<file path="src/rtl/mem_arb_pkg.sv">
// Shared types for the memory port arbiter.
//   state_e  : arbiter FSM states (IDLE/ISSUE/WAIT/RESP)
//   req_id_e : requester identity (REQ_FETCH/REQ_DATA)
//   CNT_W    : width of the read-latency counter (holds MEM_LAT up to 4)
package mem_arb_pkg;

  typedef enum logic [1:0] {
    IDLE  = 2'd0,
    ISSUE = 2'd1,
    WAIT  = 2'd2,
    RESP  = 2'd3
  } state_e;

  typedef enum logic {
    REQ_FETCH = 1'b0,
    REQ_DATA  = 1'b1
  } req_id_e;

  localparam int unsigned CNT_W = 3;

endpackage

</file>
<file path="src/rtl/mem_arb_pick.sv">
// Combinational winner select for the memory port arbiter.
//   fetch_req, data_req : pending requests from the two requesters
//   last_win            : requester granted most recently
//   win_id              : selected requester (meaningful when any_req is high)
//   any_req             : at least one request is pending
// Build option MEM_ARB_ROUND_ROBIN_EN: on a tie, pick the requester that did
// not win last time. Without it, data always beats fetch and last_win is
// ignored.
module mem_arb_pick
  import mem_arb_pkg::*;
(
  input  logic    fetch_req,
  input  logic    data_req,
  input  req_id_e last_win,
  output req_id_e win_id,
  output logic    any_req
);

  assign any_req = fetch_req | data_req;

`ifdef MEM_ARB_ROUND_ROBIN_EN
  always_comb begin
    win_id = REQ_DATA;
    if (fetch_req && data_req) begin
      win_id = (last_win == REQ_DATA) ? REQ_FETCH : REQ_DATA;
    end else if (fetch_req) begin
      win_id = REQ_FETCH;
    end
  end
`else
  logic unused_last_win;
  assign unused_last_win = last_win;

  // Data wins whenever it is asking; fetch only when data is quiet.
  assign win_id = (data_req || !fetch_req) ? REQ_DATA : REQ_FETCH;
`endif

endmodule

</file>
<file path="src/rtl/mem_port_arbiter.sv">
// Shares one memory port between the instruction-fetch and load/store paths.
// One transaction is in flight at a time: IDLE/RESP pick a winner and latch
// its command, ISSUE drives the memory for one cycle and pulses the grant,
// WAIT counts down the fixed read latency and captures read data, RESP
// pulses the response valid while already arbitrating for the next request.
// All outputs are registered.
// Ports:
//   iClk, iRst                      : clock, synchronous active-high reset
//   iFetch*/oFetch*                 : fetch read request, grant, response
//   iData*/oData*                   : load/store request, grant, response
//   oMem*/iMemRdata                 : memory command and read data
//   oBusy                           : FSM is not IDLE
// Build option MEM_ARB_ROUND_ROBIN_EN: alternate the winner on ties using a
// last-winner register (reset to data, so fetch wins the first tie).
module mem_port_arbiter
  import mem_arb_pkg::*;
#(
  parameter int unsigned WIDTH   = 32,
  parameter int unsigned AW      = 32,
  parameter int unsigned MEM_LAT = 1
) (
  input  logic               iClk,
  input  logic               iRst,
  input  logic               iFetchReq,
  input  logic [AW-1:0]      iFetchAddr,
  output logic               oFetchGnt,
  output logic               oFetchValid,
  output logic [WIDTH-1:0]   oFetchData,
  input  logic               iDataReq,
  input  logic               iDataWe,
  input  logic [AW-1:0]      iDataAddr,
  input  logic [WIDTH-1:0]   iDataWdata,
  input  logic [WIDTH/8-1:0] iDataBe,
  output logic               oDataGnt,
  output logic               oDataValid,
  output logic [WIDTH-1:0]   oDataRdata,
  output logic               oMemEn,
  output logic               oMemWe,
  output logic [AW-1:0]      oMemAddr,
  output logic [WIDTH-1:0]   oMemWdata,
  output logic [WIDTH/8-1:0] oMemBe,
  input  logic [WIDTH-1:0]   iMemRdata,
  output logic               oBusy
);

  localparam int unsigned BEW = WIDTH / 8;

  state_e           state_q, state_d;
  logic [CNT_W-1:0] cnt_q, cnt_d;
  req_id_e          win_q, win_d;
  logic             cmd_we_q, cmd_we_d;
  logic [AW-1:0]    cmd_addr_q, cmd_addr_d;
  logic [WIDTH-1:0] cmd_wdata_q, cmd_wdata_d;
  logic [BEW-1:0]   cmd_be_q, cmd_be_d;
  logic [WIDTH-1:0] fetch_data_q, fetch_data_d;
  logic [WIDTH-1:0] data_rdata_q, data_rdata_d;

  logic             fetch_gnt_q, fetch_gnt_d;
  logic             data_gnt_q, data_gnt_d;
  logic             fetch_valid_q, fetch_valid_d;
  logic             data_valid_q, data_valid_d;
  logic             mem_en_q, mem_en_d;
  logic             mem_we_q, mem_we_d;
  logic [AW-1:0]    mem_addr_q, mem_addr_d;
  logic [WIDTH-1:0] mem_wdata_q, mem_wdata_d;
  logic [BEW-1:0]   mem_be_q, mem_be_d;
  logic             busy_q, busy_d;

  req_id_e          last_win;
  req_id_e          pick_id;
  logic             any_req;
  logic             issue_d;
  logic             resp_d;

`ifdef MEM_ARB_ROUND_ROBIN_EN
  req_id_e last_win_q, last_win_d;
  assign last_win = last_win_q;
`else
  assign last_win = REQ_DATA;
`endif

  mem_arb_pick u_pick (
    .fetch_req (iFetchReq),
    .data_req  (iDataReq),
    .last_win  (last_win),
    .win_id    (pick_id),
    .any_req   (any_req)
  );

  always_comb begin
    state_d      = state_q;
    cnt_d        = cnt_q;
    win_d        = win_q;
    cmd_we_d     = cmd_we_q;
    cmd_addr_d   = cmd_addr_q;
    cmd_wdata_d  = cmd_wdata_q;
    cmd_be_d     = cmd_be_q;
    fetch_data_d = fetch_data_q;
    data_rdata_d = data_rdata_q;
`ifdef MEM_ARB_ROUND_ROBIN_EN
    last_win_d   = last_win_q;
`endif

    case (state_q)
      // RESP arbitrates exactly like IDLE so back-to-back requests go
      // straight to ISSUE without an idle bubble.
      IDLE, RESP: begin
        if (any_req) begin
          state_d = ISSUE;
          win_d   = pick_id;
`ifdef MEM_ARB_ROUND_ROBIN_EN
          last_win_d = pick_id;
`endif
          if (pick_id == REQ_DATA) begin
            cmd_we_d    = iDataWe;
            cmd_addr_d  = iDataAddr;
            cmd_wdata_d = iDataWdata;
            cmd_be_d    = iDataBe;
          end else begin
            cmd_we_d    = 1'b0;
            cmd_addr_d  = iFetchAddr;
            cmd_wdata_d = '0;
            cmd_be_d    = '1;
          end
        end else begin
          state_d = IDLE;
        end
      end
      ISSUE: begin
        cnt_d   = CNT_W'(MEM_LAT);
        state_d = WAIT;
      end
      WAIT: begin
        cnt_d = cnt_q - CNT_W'(1);
        // The last WAIT cycle is the one where read data is valid.
        if (cnt_q == CNT_W'(1)) begin
          state_d = RESP;
          if (!cmd_we_q) begin
            if (win_q == REQ_FETCH) begin
              fetch_data_d = iMemRdata;
            end else begin
              data_rdata_d = iMemRdata;
            end
          end
        end
      end
      default: state_d = IDLE;
    endcase

    // Outputs are decoded from the next state so they appear registered in
    // the cycle the FSM occupies that state.
    issue_d       = (state_d == ISSUE);
    resp_d        = (state_d == RESP);
    fetch_gnt_d   = issue_d && (win_d == REQ_FETCH);
    data_gnt_d    = issue_d && (win_d == REQ_DATA);
    fetch_valid_d = resp_d && (win_d == REQ_FETCH);
    data_valid_d  = resp_d && (win_d == REQ_DATA);
    mem_en_d      = issue_d;
    mem_we_d      = issue_d && cmd_we_d;
    mem_addr_d    = issue_d ? cmd_addr_d  : '0;
    mem_wdata_d   = issue_d ? cmd_wdata_d : '0;
    mem_be_d      = issue_d ? cmd_be_d    : '0;
    busy_d        = (state_d != IDLE);
  end

  always_ff @(posedge iClk) begin
    if (iRst) begin
      state_q       <= IDLE;
      cnt_q         <= '0;
      win_q         <= REQ_DATA;
      cmd_we_q      <= 1'b0;
      cmd_addr_q    <= '0;
      cmd_wdata_q   <= '0;
      cmd_be_q      <= '0;
      fetch_data_q  <= '0;
      data_rdata_q  <= '0;
      fetch_gnt_q   <= 1'b0;
      data_gnt_q    <= 1'b0;
      fetch_valid_q <= 1'b0;
      data_valid_q  <= 1'b0;
      mem_en_q      <= 1'b0;
      mem_we_q      <= 1'b0;
      mem_addr_q    <= '0;
      mem_wdata_q   <= '0;
      mem_be_q      <= '0;
      busy_q        <= 1'b0;
`ifdef MEM_ARB_ROUND_ROBIN_EN
      last_win_q    <= REQ_DATA;
`endif
    end else begin
      state_q       <= state_d;
      cnt_q         <= cnt_d;
      win_q         <= win_d;
      cmd_we_q      <= cmd_we_d;
      cmd_addr_q    <= cmd_addr_d;
      cmd_wdata_q   <= cmd_wdata_d;
      cmd_be_q      <= cmd_be_d;
      fetch_data_q  <= fetch_data_d;
      data_rdata_q  <= data_rdata_d;
      fetch_gnt_q   <= fetch_gnt_d;
      data_gnt_q    <= data_gnt_d;
      fetch_valid_q <= fetch_valid_d;
      data_valid_q  <= data_valid_d;
      mem_en_q      <= mem_en_d;
      mem_we_q      <= mem_we_d;
      mem_addr_q    <= mem_addr_d;
      mem_wdata_q   <= mem_wdata_d;
      mem_be_q      <= mem_be_d;
      busy_q        <= busy_d;
`ifdef MEM_ARB_ROUND_ROBIN_EN
      last_win_q    <= last_win_d;
`endif
    end
  end

  assign oFetchGnt   = fetch_gnt_q;
  assign oFetchValid = fetch_valid_q;
  assign oFetchData  = fetch_data_q;
  assign oDataGnt    = data_gnt_q;
  assign oDataValid  = data_valid_q;
  assign oDataRdata  = data_rdata_q;
  assign oMemEn      = mem_en_q;
  assign oMemWe      = mem_we_q;
  assign oMemAddr    = mem_addr_q;
  assign oMemWdata   = mem_wdata_q;
  assign oMemBe      = mem_be_q;
  assign oBusy       = busy_q;

endmodule

</file>
<file path="config.mk">
export PLATFORM = sky130hd
export DESIGN_NAME = mem_port_arbiter
export DESIGN_NICKNAME = d
export VERILOG_FILES = /design/src/rtl/mem_arb_pkg.sv /design/src/rtl/mem_arb_pick.sv /design/src/rtl/mem_port_arbiter.sv
export SDC_FILE = /design/constraint.sdc
export NUM_CORES = 1
export LEC_CHECK = 0
export BUFFER_PORTS_ARGS = -buffer_cell sky130_fd_sc_hd__clkbuf_2
export CAP_MARGIN = 20
export CORE_UTILIZATION = 40
export DETAILED_ROUTE_END_ITERATION = 16
export GPL_ROUTABILITY_DRIVEN = 0
export PLACE_DENSITY = 0.77
export SLEW_MARGIN = 10
export SYNTH_ARGS = -nofsm -noshare
export SYNTH_HDL_FRONTEND = slang
export SYNTH_SLANG_ARGS = --single-unit
</file>
<file path="constraint.sdc">
create_clock -name iClk -period 4.5 [get_ports iClk]
set_clock_uncertainty 0.05 [all_clocks]
set_input_delay 0.45 -clock iClk [delete_from_list [all_inputs] [get_ports iClk]]
set_output_delay 0.45 -clock iClk [all_outputs]
set_load 0.05 [all_outputs]
</file>
==> results of run 1 <==
[report_power, final]
part	total [W]	internal [W]	leakage, nW	switching, W
logic	0.00128	0.000385	2.41	0.000891
clock network	0.00163	0.00103	0.319	0.000599
registers	0.00183	0.00176	1.45	0.0000653
[how the worst max path moves through the flow]
stage / slack, ps / endpoint / from
after CTS: 2300 / oMemWdata[26] / state_q[0]
after global routing: 2310 / cmd_addr_q[31] / state_q[0]
after floorplan: 2840 / oMemAddr[26] / state_q[0]
final: 2480 / cmd_addr_q[31] / state_q[0]
after global placement: 2200 / oMemWdata[0] / iDataReq
after detailed placement: 2120 / oMemWdata[26] / iDataReq
[state kept, by name, summed over array words and instances (netlist names), 2 cells and up]
signal      count
oMemAddr       32
state_q         2
cmd_addr_q     32
cnt_q           3
oMemWdata      32
oFetchData     32
oDataRdata     32
oMemBe          4
[worst max-delay path, cell delays in order (launching register included)]
cell	delay [ps]
dfxtp_1	330
inv_1	40
ha_1	420
o21ai_4	230
buf_4	320
a222oi_1	440
nor2_1	70
[per-layer routing]
metal | track usage, % | part of all wire (%) | wire (um)
met5 | 0 | 0 | 0
met2 | 32.0 | 50 | 8080
met1 | 21.1 | 41 | 6550
met3 | 5.78 | 6.2 | 999
met4 | 9.60 | 2.8 | 443
[layout make-up]
| type | instances | share of cell area (%) |
|---|---|---|
| clock buffers | 24 | 5.54 |
| clock inverters | 8 | 1.99 |
| inverters | 5 | 0.216 |
| multi-input cells | 388 | 31.6 |
| flip-flops and latches | 178 | 41.0 |
| well taps | 216 | 3.11 |
| repair buffers | 283 | 16.6 |
[synth_stat cells, drive strengths merged]
| master | n | area [um2] |
|---|---|---|
| nand3b | 1 | 7.51 |
| nand2b | 98 | 613 |
| o21bai | 5 | 37.5 |
| buf | 30 | 188 |
| nand4b | 1 | 8.76 |
| and4bb | 1 | 12.5 |
| nor2b | 6 | 37.5 |
| nand2 | 3 | 11.3 |
| a211oi | 1 | 7.51 |
| a221oi | 23 | 327 |
| clkbuf | 24 | 90.1 |
| nor2 | 73 | 277 |
| inv | 5 | 18.8 |
| dfxtp | 178 | 3560 |
| a222oi | 9 | 90.1 |
| o21ai | 3 | 15.0 |
| a21oi | 4 | 20.0 |
| mux2i | 64 | 641 |
| a22oi | 2 | 15.0 |
| nor3b | 1 | 12.5 |
| and3 | 23 | 144 |
| ha | 3 | 37.5 |
| nor3 | 1 | 5.00 |
| and2 | 66 | 413 |
[stage by stage]
| stage | instances | hold slack (ps) | utilization, % | area (um2) | total power, W |
|---|---|---|---|---|---|
| 2_1_floorplan | 625 | 404 | - | 6590 | 0.00287 |
| 3_3_place_gp | 1069 | 409 | 50.2 | 8030 | 0.00313 |
| 3_5_place_dp | 1069 | 411 | 50.2 | 8030 | 0.00315 |
| 4_1_cts | 1101 | 156 | 54.3 | 8690 | 0.00479 |
| 5_1_grt | 1102 | 164 | 54.4 | 8700 | 0.00495 |
| 6_report | 1102 | 177 | 54.4 | 8700 | 0.00474 |
[cell families (layout without fill, tap and decap cells)]
group / Yosys count / after routing / share of synthesized area, %
adder cells (fa/ha/maj): 3 / 3 / 0.570
flip-flops: 178 / 178 / 54.1
buffers and inverters: 59 / 320 / 4.50
AND/OR/NAND/NOR: 274 / 274 / 23.4
multiplexers: 64 / 64 / 9.72
AO/OA/AOI/OAI: 47 / 47 / 7.76
==> impl_metrics.toml, run 1 <==
[die]
start_util_pct = 41.2
die_w_um = 130
core_um2 = 16000
die_area_um2 = 17000
num_rows = 46
die_y_um = 130
ios = 276

[sta]
slew_violations = 0
tns_ps = 0
rsz0062_at_grt = "false"
fin_crit_sh_pct = 44.9
fmax_ghz = 0.495
worst_pin_slew_ps = 727
timing.final.ws_setup_ps = 2480
hold_viol_final = 0
setup_viol = 0
max_slew_margin_pct = 51.4
period_needed_ps = 2020

[final_layout]
final_common_cell = "clkbuf_2"
fin_nets = 1013
multi_input_area_um2 = 2750
fill_cells = 1456
drive_gt1_share_pct = 38.0
seqCellArea_um2 = 3560
layout_common_cells = "clkbuf_2 (274), dfxtp_1 (178), nand2b_1 (98)"
n_antenna_cell = 0
syn2layout_area_growth_pct = 32.0

[placed_design]
portBuffers = 275
place_ws_ps = 2120
dpl.hpwl_mm = 11.2

[flow_run]
cap_violations = 0

[clock_network]
clock_latency_ps = 420
cts_num_sinks = 178
hold_buffers = 0
cts.reportedPaths.clkPinSlew_ps = 70
cts_tree = "yes"
cts_root_buffer = "clkbuf_16"
post_cts_buffers = 0
numCtsBuffers = 17
htree_levels = 4
clock_path_buffers = 2
cts_resized = 0

[worst_setup_path]
worstPathMaxFanout = 21
path_class = "flop to flop"
r2r_slack_ps = 2480
timing.rr.start = "state_q[0]"
crit_required_ps = 4740
cp-start-kind = "flop"
r2r-end = "cmd_addr_q[31]"
end_kind = "flop"
cp.arrival_ps = 2260
r2r_cells = 6

[global_routing]
grt_pass1_wl_mm = 24.3
grt.overflow.total = 0
grt_max_degree = 92
antenna_found_initial = 0
grt_pass1_vias = 5032
grt_usage_pct = 18.8

[logic_synthesis]
avgSynthCellArea_um2 = 10.5
yosysWarnings = 0
yosysUniqueCellTypes = 29
synth_seq_cells = 178
synth_area_um2 = 6590
netlist_instances = 625
synth_seq_area_share_pct = 54.1
syn-num-nets = 765

[drt]
drc = 0
viasPerCell = 4.69
drt-initial-drc-count = 198
dr.pass1.iters = 5
ant_nets = 0
routedWlPerCell_um = 14.6
via_count = 5171
routed_wl_mm = 16.1

[power]
power_density_nw_per_um2 = 545
vdd_drop_max_v = 0.000273
p_leak_nw = 4.18

[run_status]
status = "complete, no violations"

[worst_hold_path]
holdPathEnd = "oMemWdata[14]"
min_from = "iDataWdata[14]"
whs_path_depth = 2
worstHoldPathType = "input pin to flop"
Note: power is estimated with default switching activity, not from simulation.
==> run 2, diff against run 1 <==
--- a/config.mk
+++ b/config.mk
@@ -5,12 +5,13 @@
 export SDC_FILE = /design/constraint.sdc
 export NUM_CORES = 1
 export LEC_CHECK = 0
+export ABC_AREA = 1
 export BUFFER_PORTS_ARGS = -buffer_cell sky130_fd_sc_hd__clkbuf_2
 export CAP_MARGIN = 20
 export CORE_UTILIZATION = 40
 export DETAILED_ROUTE_END_ITERATION = 16
 export GPL_ROUTABILITY_DRIVEN = 0
-export PLACE_DENSITY = 0.77
+export PLACE_DENSITY = 0.74
 export SLEW_MARGIN = 10
 export SYNTH_ARGS = -nofsm -noshare
 export SYNTH_HDL_FRONTEND = slang
==> constraint.sdc (replaced) <==
create_clock -name iClk -period 1.9 [get_ports iClk]
set_clock_uncertainty 0.05 [all_clocks]
set_input_delay 0.19 -clock iClk [delete_from_list [all_inputs] [get_ports iClk]]
set_output_delay 0.19 -clock iClk [all_outputs]
set_load 0.05 [all_outputs]
==> run 2 against run 1 <==
Combinational power grew to 3.3 times the previous value. Routed wire length increased by 53%. Sequential cell count up 36. Critical endpoint is now cmd_wdata_q[9].
==> impl_metrics.toml, run 2 <==
[sta]
fmax_ghz = 0.556
worst_pin_slew_ps = 476
rsz0062_at_grt = "false"
hold_ws_ps = 13.6
period_needed_ps = 1800
fin_crit_sh_pct = 94.6
hold_viol_final = 0
timing.final.ws_setup_ps = 103
setup_viol = 0
tns_ps = 0
slew_violations = 0
max_slew_margin_pct = 68.3

[logic_synthesis]
synth_area_um2 = 8250
synth_edf_count = 0
synth_seq_area_share_pct = 51.9
synth_most_common_cell = "nand2_1"
synth_seq_cells = 214
ys_top_cells_by_count = "nand2_1 (271), dfxtp_1 (214), inv_1 (171)"
synth_area_leaders = "dfxtp_1 (52%), nand2_1 (12%), inv_1 (7.8%), nand4_1 (7.3%), nor2_1 (5.3%)"
netlist_instances = 1097
yosysWarnings = 0
syn-num-nets = 1237
synth_top_area_share_pct = 51.9
yosysUniqueCellTypes = 20
ys.flop_type = "dfxtp_1"
async_reset_ff_share_pct = 0
avgSynthCellArea_um2 = 7.52
yosys.area.top_type = "dfxtp_1"

[worst_setup_path]
cp-start-kind = "flop"
cp.arrival_ps = 2180
path_cells = "inv_1, ha_1, nand2_2, inv_2, buf_4, nand2_1, a21oi_1"
r2r-end = "cmd_wdata_q[9]"
path_class = "flop to flop"
crit_slowest_cell = "ha_1"
r2r_cells = 7
slowest_delay_ps = 360
crit_required_ps = 2280
worstPathMaxFanout = 30
end_kind = "flop"
r2r_slack_ps = 100
timing.rr.start = "state_q[0]"

[placed_design]
dp_cells = 1586
dpl.hpwl_mm = 14.5
place_ws_ps = 73.9
portBuffers = 275

[global_routing]
grt.overflow.total = 0
grt_max_degree = 69
grt_pass1_wl_mm = 39.5
antenna_found_initial = 0
grt_usage_pct = 22.7
grt_pass1_vias = 8301

[clock_network]
cts_num_sinks = 214
cts_tree = "yes"
clock_latency_ps = 510
htree_levels = 1
clock_path_buffers = 3
numCtsBuffers = 23
cts.reportedPaths.clkPinSlew_ps = 60
cts_root_buffer = "clkbuf_16"

[worst_hold_path]
min_from = "iFetchAddr[12]"
whs_path_depth = 5
worstHoldPathType = "input pin to flop"
holdPathEnd = "oMemAddr[12]"

[drt]
drt-initial-drc-count = 367
viasPerCell = 4.85
routed_wl_mm = 24.5
routedWlPerCell_um = 14.2
via_count = 8362
ant_nets = 0
drc = 0
dr.pass1.iters = 5

[final_layout]
drive_gt1_share_pct = 25.2
layout_common_cells = "clkbuf_2 (275), nand2_1 (271), dfxtp_1 (214)"
fin_cells = 1725
fin_nets = 1582
n_antenna_cell = 0
fill_cells = 1752
syn2layout_area_growth_pct = 40.7
fin_util_pct = 57.4
final_common_cell = "clkbuf_2"

[die]
die_y_um = 146
ios = 276
die_area_um2 = 21200
die_w_um = 146
core_um2 = 20200
start_util_pct = 40.8
num_rows = 52

[power]
power_density_nw_per_um2 = 1180
p_leak_nw = 5.94
vdd_drop_max_v = 0.000836

[flow_run]
cap_violations = 0

[run_status]
status = "complete, no violations"
run 2: critical path, delay by kind of cell (launching register included):
| kind | cells | cell delay [ps] |
|---|---|---|
| adder cells (fa/ha/maj) | 1 | 360 |
| buffers and inverters | 3 | 470 |
| AO/OA/AOI/OAI | 1 | 210 |
| AND/OR/NAND/NOR | 2 | 310 |
| flip-flops | 1 | 310 |
run 2: how the worst max path moves through the flow:
| stage | startpoint | endpoint | slack [ps] |
|---|---|---|---|
| floorplan | state_q[0] | cmd_addr_q[10] | 380 |
| global placement | state_q[0] | oMemAddr[31] | 110 |
| detailed placement | state_q[0] | oMemAddr[0] | 70 |
| CTS | state_q[0] | oMemAddr[13] | 30 |
| global route | state_q[0] | cmd_wdata_q[22] | 10 |
| finish | state_q[0] | cmd_wdata_q[9] | 100 |
run 2: per-layer routing:
layer / vias to the layer above / global-route usage, % / wire [um]
met5: - / 0 / 0
met4: 0 / 11.7 / 1070
met3: 86 / 3.92 / 1670
met2: 375 / 39.8 / 12000
met1: 3786 / 26.5 / 9830
li1: 4115 / - / -
run 2: cell type report:
cell class                 count  area, um2  area share, %
tap                          270        338           2.91
clock inverter                 9       80.1          0.689
clock buffer                  29        618           5.32
sequential                   214       4280           36.9
timing repair buffer         397       2700           23.2
inverter                     174        657           5.65
multi-input combinational    632       2950           25.4
run 2: repair_timing:
action / in CTS / in global routing
gates resized for setup: 0 / 2
setup buffers: 0 / 0
hold buffers: 101 / 0
setup endpoints to repair: 0 / 32
endpoints found under the hold margin: 168 / 0
run 2: kinds of logic after synthesis:
| group | after synthesis | share of synthesized area [%] |
|---|---|---|
| AO/OA/AOI/OAI | 76 | 5.81 |
| adder cells (fa/ha/maj) | 3 | 0.455 |
| buffers and inverters | 251 | 12.6 |
| flip-flops | 214 | 51.9 |
| AND/OR/NAND/NOR | 553 | 29.2 |
run 2: per-stage QoR:
stage	power, W	cell area [um2]
final	0.0137	11600
after global routing	0.0144	11600
after CTS	0.0137	11600
after detailed placement	0.00933	9910
after global placement	0.00928	9910
after floorplan	0.00822	8250
run 2: report_power, final:
group / switching, W / internal, W / leakage (nW)
Clock: 0.00177 / 0.00243 / 0.345
Sequential: 0.000191 / 0.00503 / 1.74
Combinational: 0.00305 / 0.00121 / 3.85
==> run 3, diff against run 2 <==
==> constraint.sdc (replaced) <==
create_clock -name iClk -period 2.2 [get_ports iClk]
set_clock_uncertainty 0.05 [all_clocks]
set_input_delay 0.22 -clock iClk [delete_from_list [all_inputs] [get_ports iClk]]
set_output_delay 0.22 -clock iClk [all_outputs]
set_load 0.05 [all_outputs]
==> run 3 against run 2 <==
First-iteration DRC count up 41%. Cell count decreased by 0.99%. Setup slack improved by 130 ps. Hold slack better by 1.8 ps. Critical endpoint is now oMemAddr[13]. Largest power group unchanged.
==> impl_metrics.toml, run 3 (synthesis gave the netlist of run 2 again) <==
[die]
core_um2 = 20200
die_y_um = 146
start_util_pct = 40.8
die_area_um2 = 21200
die_w_um = 146
num_rows = 52
ios = 276

[power]
power_density_nw_per_um2 = 1040
p_leak_nw = 5.84
vdd_drop_max_v = 0.000595

[clock_network]
htree_levels = 1
numCtsBuffers = 24
cts_tree = "yes"
cts.reportedPaths.clkPinSlew_ps = 60
cts_resized = 0
clock_path_buffers = 3
cts_num_sinks = 214
cts_root_buffer = "clkbuf_16"
clock_latency_ps = 520
post_cts_buffers = 0

[worst_setup_path]
path_class = "flop to flop"
cp-start-kind = "flop"
timing.rr.start = "state_q[0]"
crit_required_ps = 2610
path_cells = "inv_1, ha_1, nand2_2, nand2_4, nand2_2, inv_2, nand2_1, inv_1"
slowest_delay_ps = 460
crit_slowest_cell = "inv_2"
end_kind = "flop"
cp.arrival_ps = 2380
critPathLaunch = "state_q[0]"
worstPathMaxFanout = 33

[sta]
slew_violations = 0
setup_viol = 0
rsz0062_at_grt = "false"
fin_crit_sh_pct = 89.6
hold_ws_ps = 15.4
max_slew_margin_pct = 58.6
tns_ps = 0
period_needed_ps = 1970
worst_pin_slew_ps = 621
fmax_ghz = 0.508
hold_viol_final = 0

[drt]
dr.pass1.iters = 5
routedWlPerCell_um = 13.8
drc = 0
ant_nets = 0
viasPerCell = 4.76
routed_wl_mm = 23.6
via_count = 8133
drt-initial-drc-count = 516

[global_routing]
grt_max_degree = 101
grt_pass1_wl_mm = 38.2
antenna_found_initial = 0
grt.overflow.total = 0
grt_usage_pct = 21.9
grt_pass1_vias = 7765

[final_layout]
final_common_cell = "clkbuf_2"
fin_nets = 1561
fill_cells = 1835
drive_gt1_share_pct = 25.7
n_antenna_cell = 0
syn2layout_area_growth_pct = 37.3
layout_common_cells = "clkbuf_2 (275), nand2_1 (271), dfxtp_1 (214)"

[worst_hold_path]
worstHoldPathType = "input pin to flop"
min_from = "iMemRdata[6]"

[placed_design]
portBuffers = 275
dpl.hpwl_mm = 14.8

[run_status]
status = "complete, no violations"

[flow_run]
cap_violations = 0
-- run 3: per-layer routing --
metal / up-vias / part of all wire, % / GRT usage (%)
met5: - / 0 / 0
met1: 3672 / 42 / 26.3
li1: 4066 / - / -
met4: 0 / 3.2 / 8.16
met3: 53 / 7.5 / 4.58
met2: 342 / 48 / 38.5
-- run 3: path summary, 6_finish.rpt --
path                                 endpoint  slack, ps  cells past startpoint
worst max-delay path             oMemAddr[13]        230                      8
worst min-delay path            oDataRdata[6]         20                      5
worst max register to register   oMemAddr[13]        230                      8
worst min register to register       cnt_q[1]        420                      2
-- run 3: what timing repair did --
item	CTS	global route
hold endpoints to repair	140	0
hold buffers	78	0
endpoints found under the setup margin	0	0
-- run 3: layout make-up --
type,instances,area (um2),share of cell area [%]
clock buffers,38,723,6.38
clock inverters,5,40.0,0.353
inverters,174,654,5.77
multi-input cells,632,2950,26.0
flip-flops and latches,214,4280,37.8
well taps,270,338,2.98
repair buffers,375,2350,20.7
-- run 3: worst max-delay path: cells and delay by family (launching register included) --
kind | cells | cell delay [ps]
flip-flops | 1 | 310
buffers and inverters | 3 | 590
adder cells (fa/ha/maj) | 1 | 420
AND/OR/NAND/NOR | 4 | 540
-- run 3: report_power, final --
| part | switching [W] | leakage, nW | internal [W] | total [W] |
|---|---|---|---|---|
| Combinational | 0.00255 | 3.72 | 0.000913 | 0.00347 |
| Sequential | 0.000169 | 1.74 | 0.00435 | 0.00451 |
| Clock | 0.00160 | 0.378 | 0.00225 | 0.00385 |
-- run 3: per-stage QoR --
| step | util, % | instances | worst slack, ps | power [W] | area [um2] |
|---|---|---|---|---|---|
| 2_1_floorplan | - | 1097 | 676 | 0.00710 | 8250 |
| 3_3_place_gp | 48.4 | 1587 | 290 | 0.00787 | 9790 |
| 3_5_place_dp | 48.4 | 1587 | 240 | 0.00792 | 9790 |
| 4_1_cts | 56.0 | 1708 | 219 | 0.0119 | 11300 |
| 5_1_grt | 56.0 | 1708 | 25.4 | 0.0124 | 11300 |
| 6_report | 56.0 | 1708 | 230 | 0.0118 | 11300 |
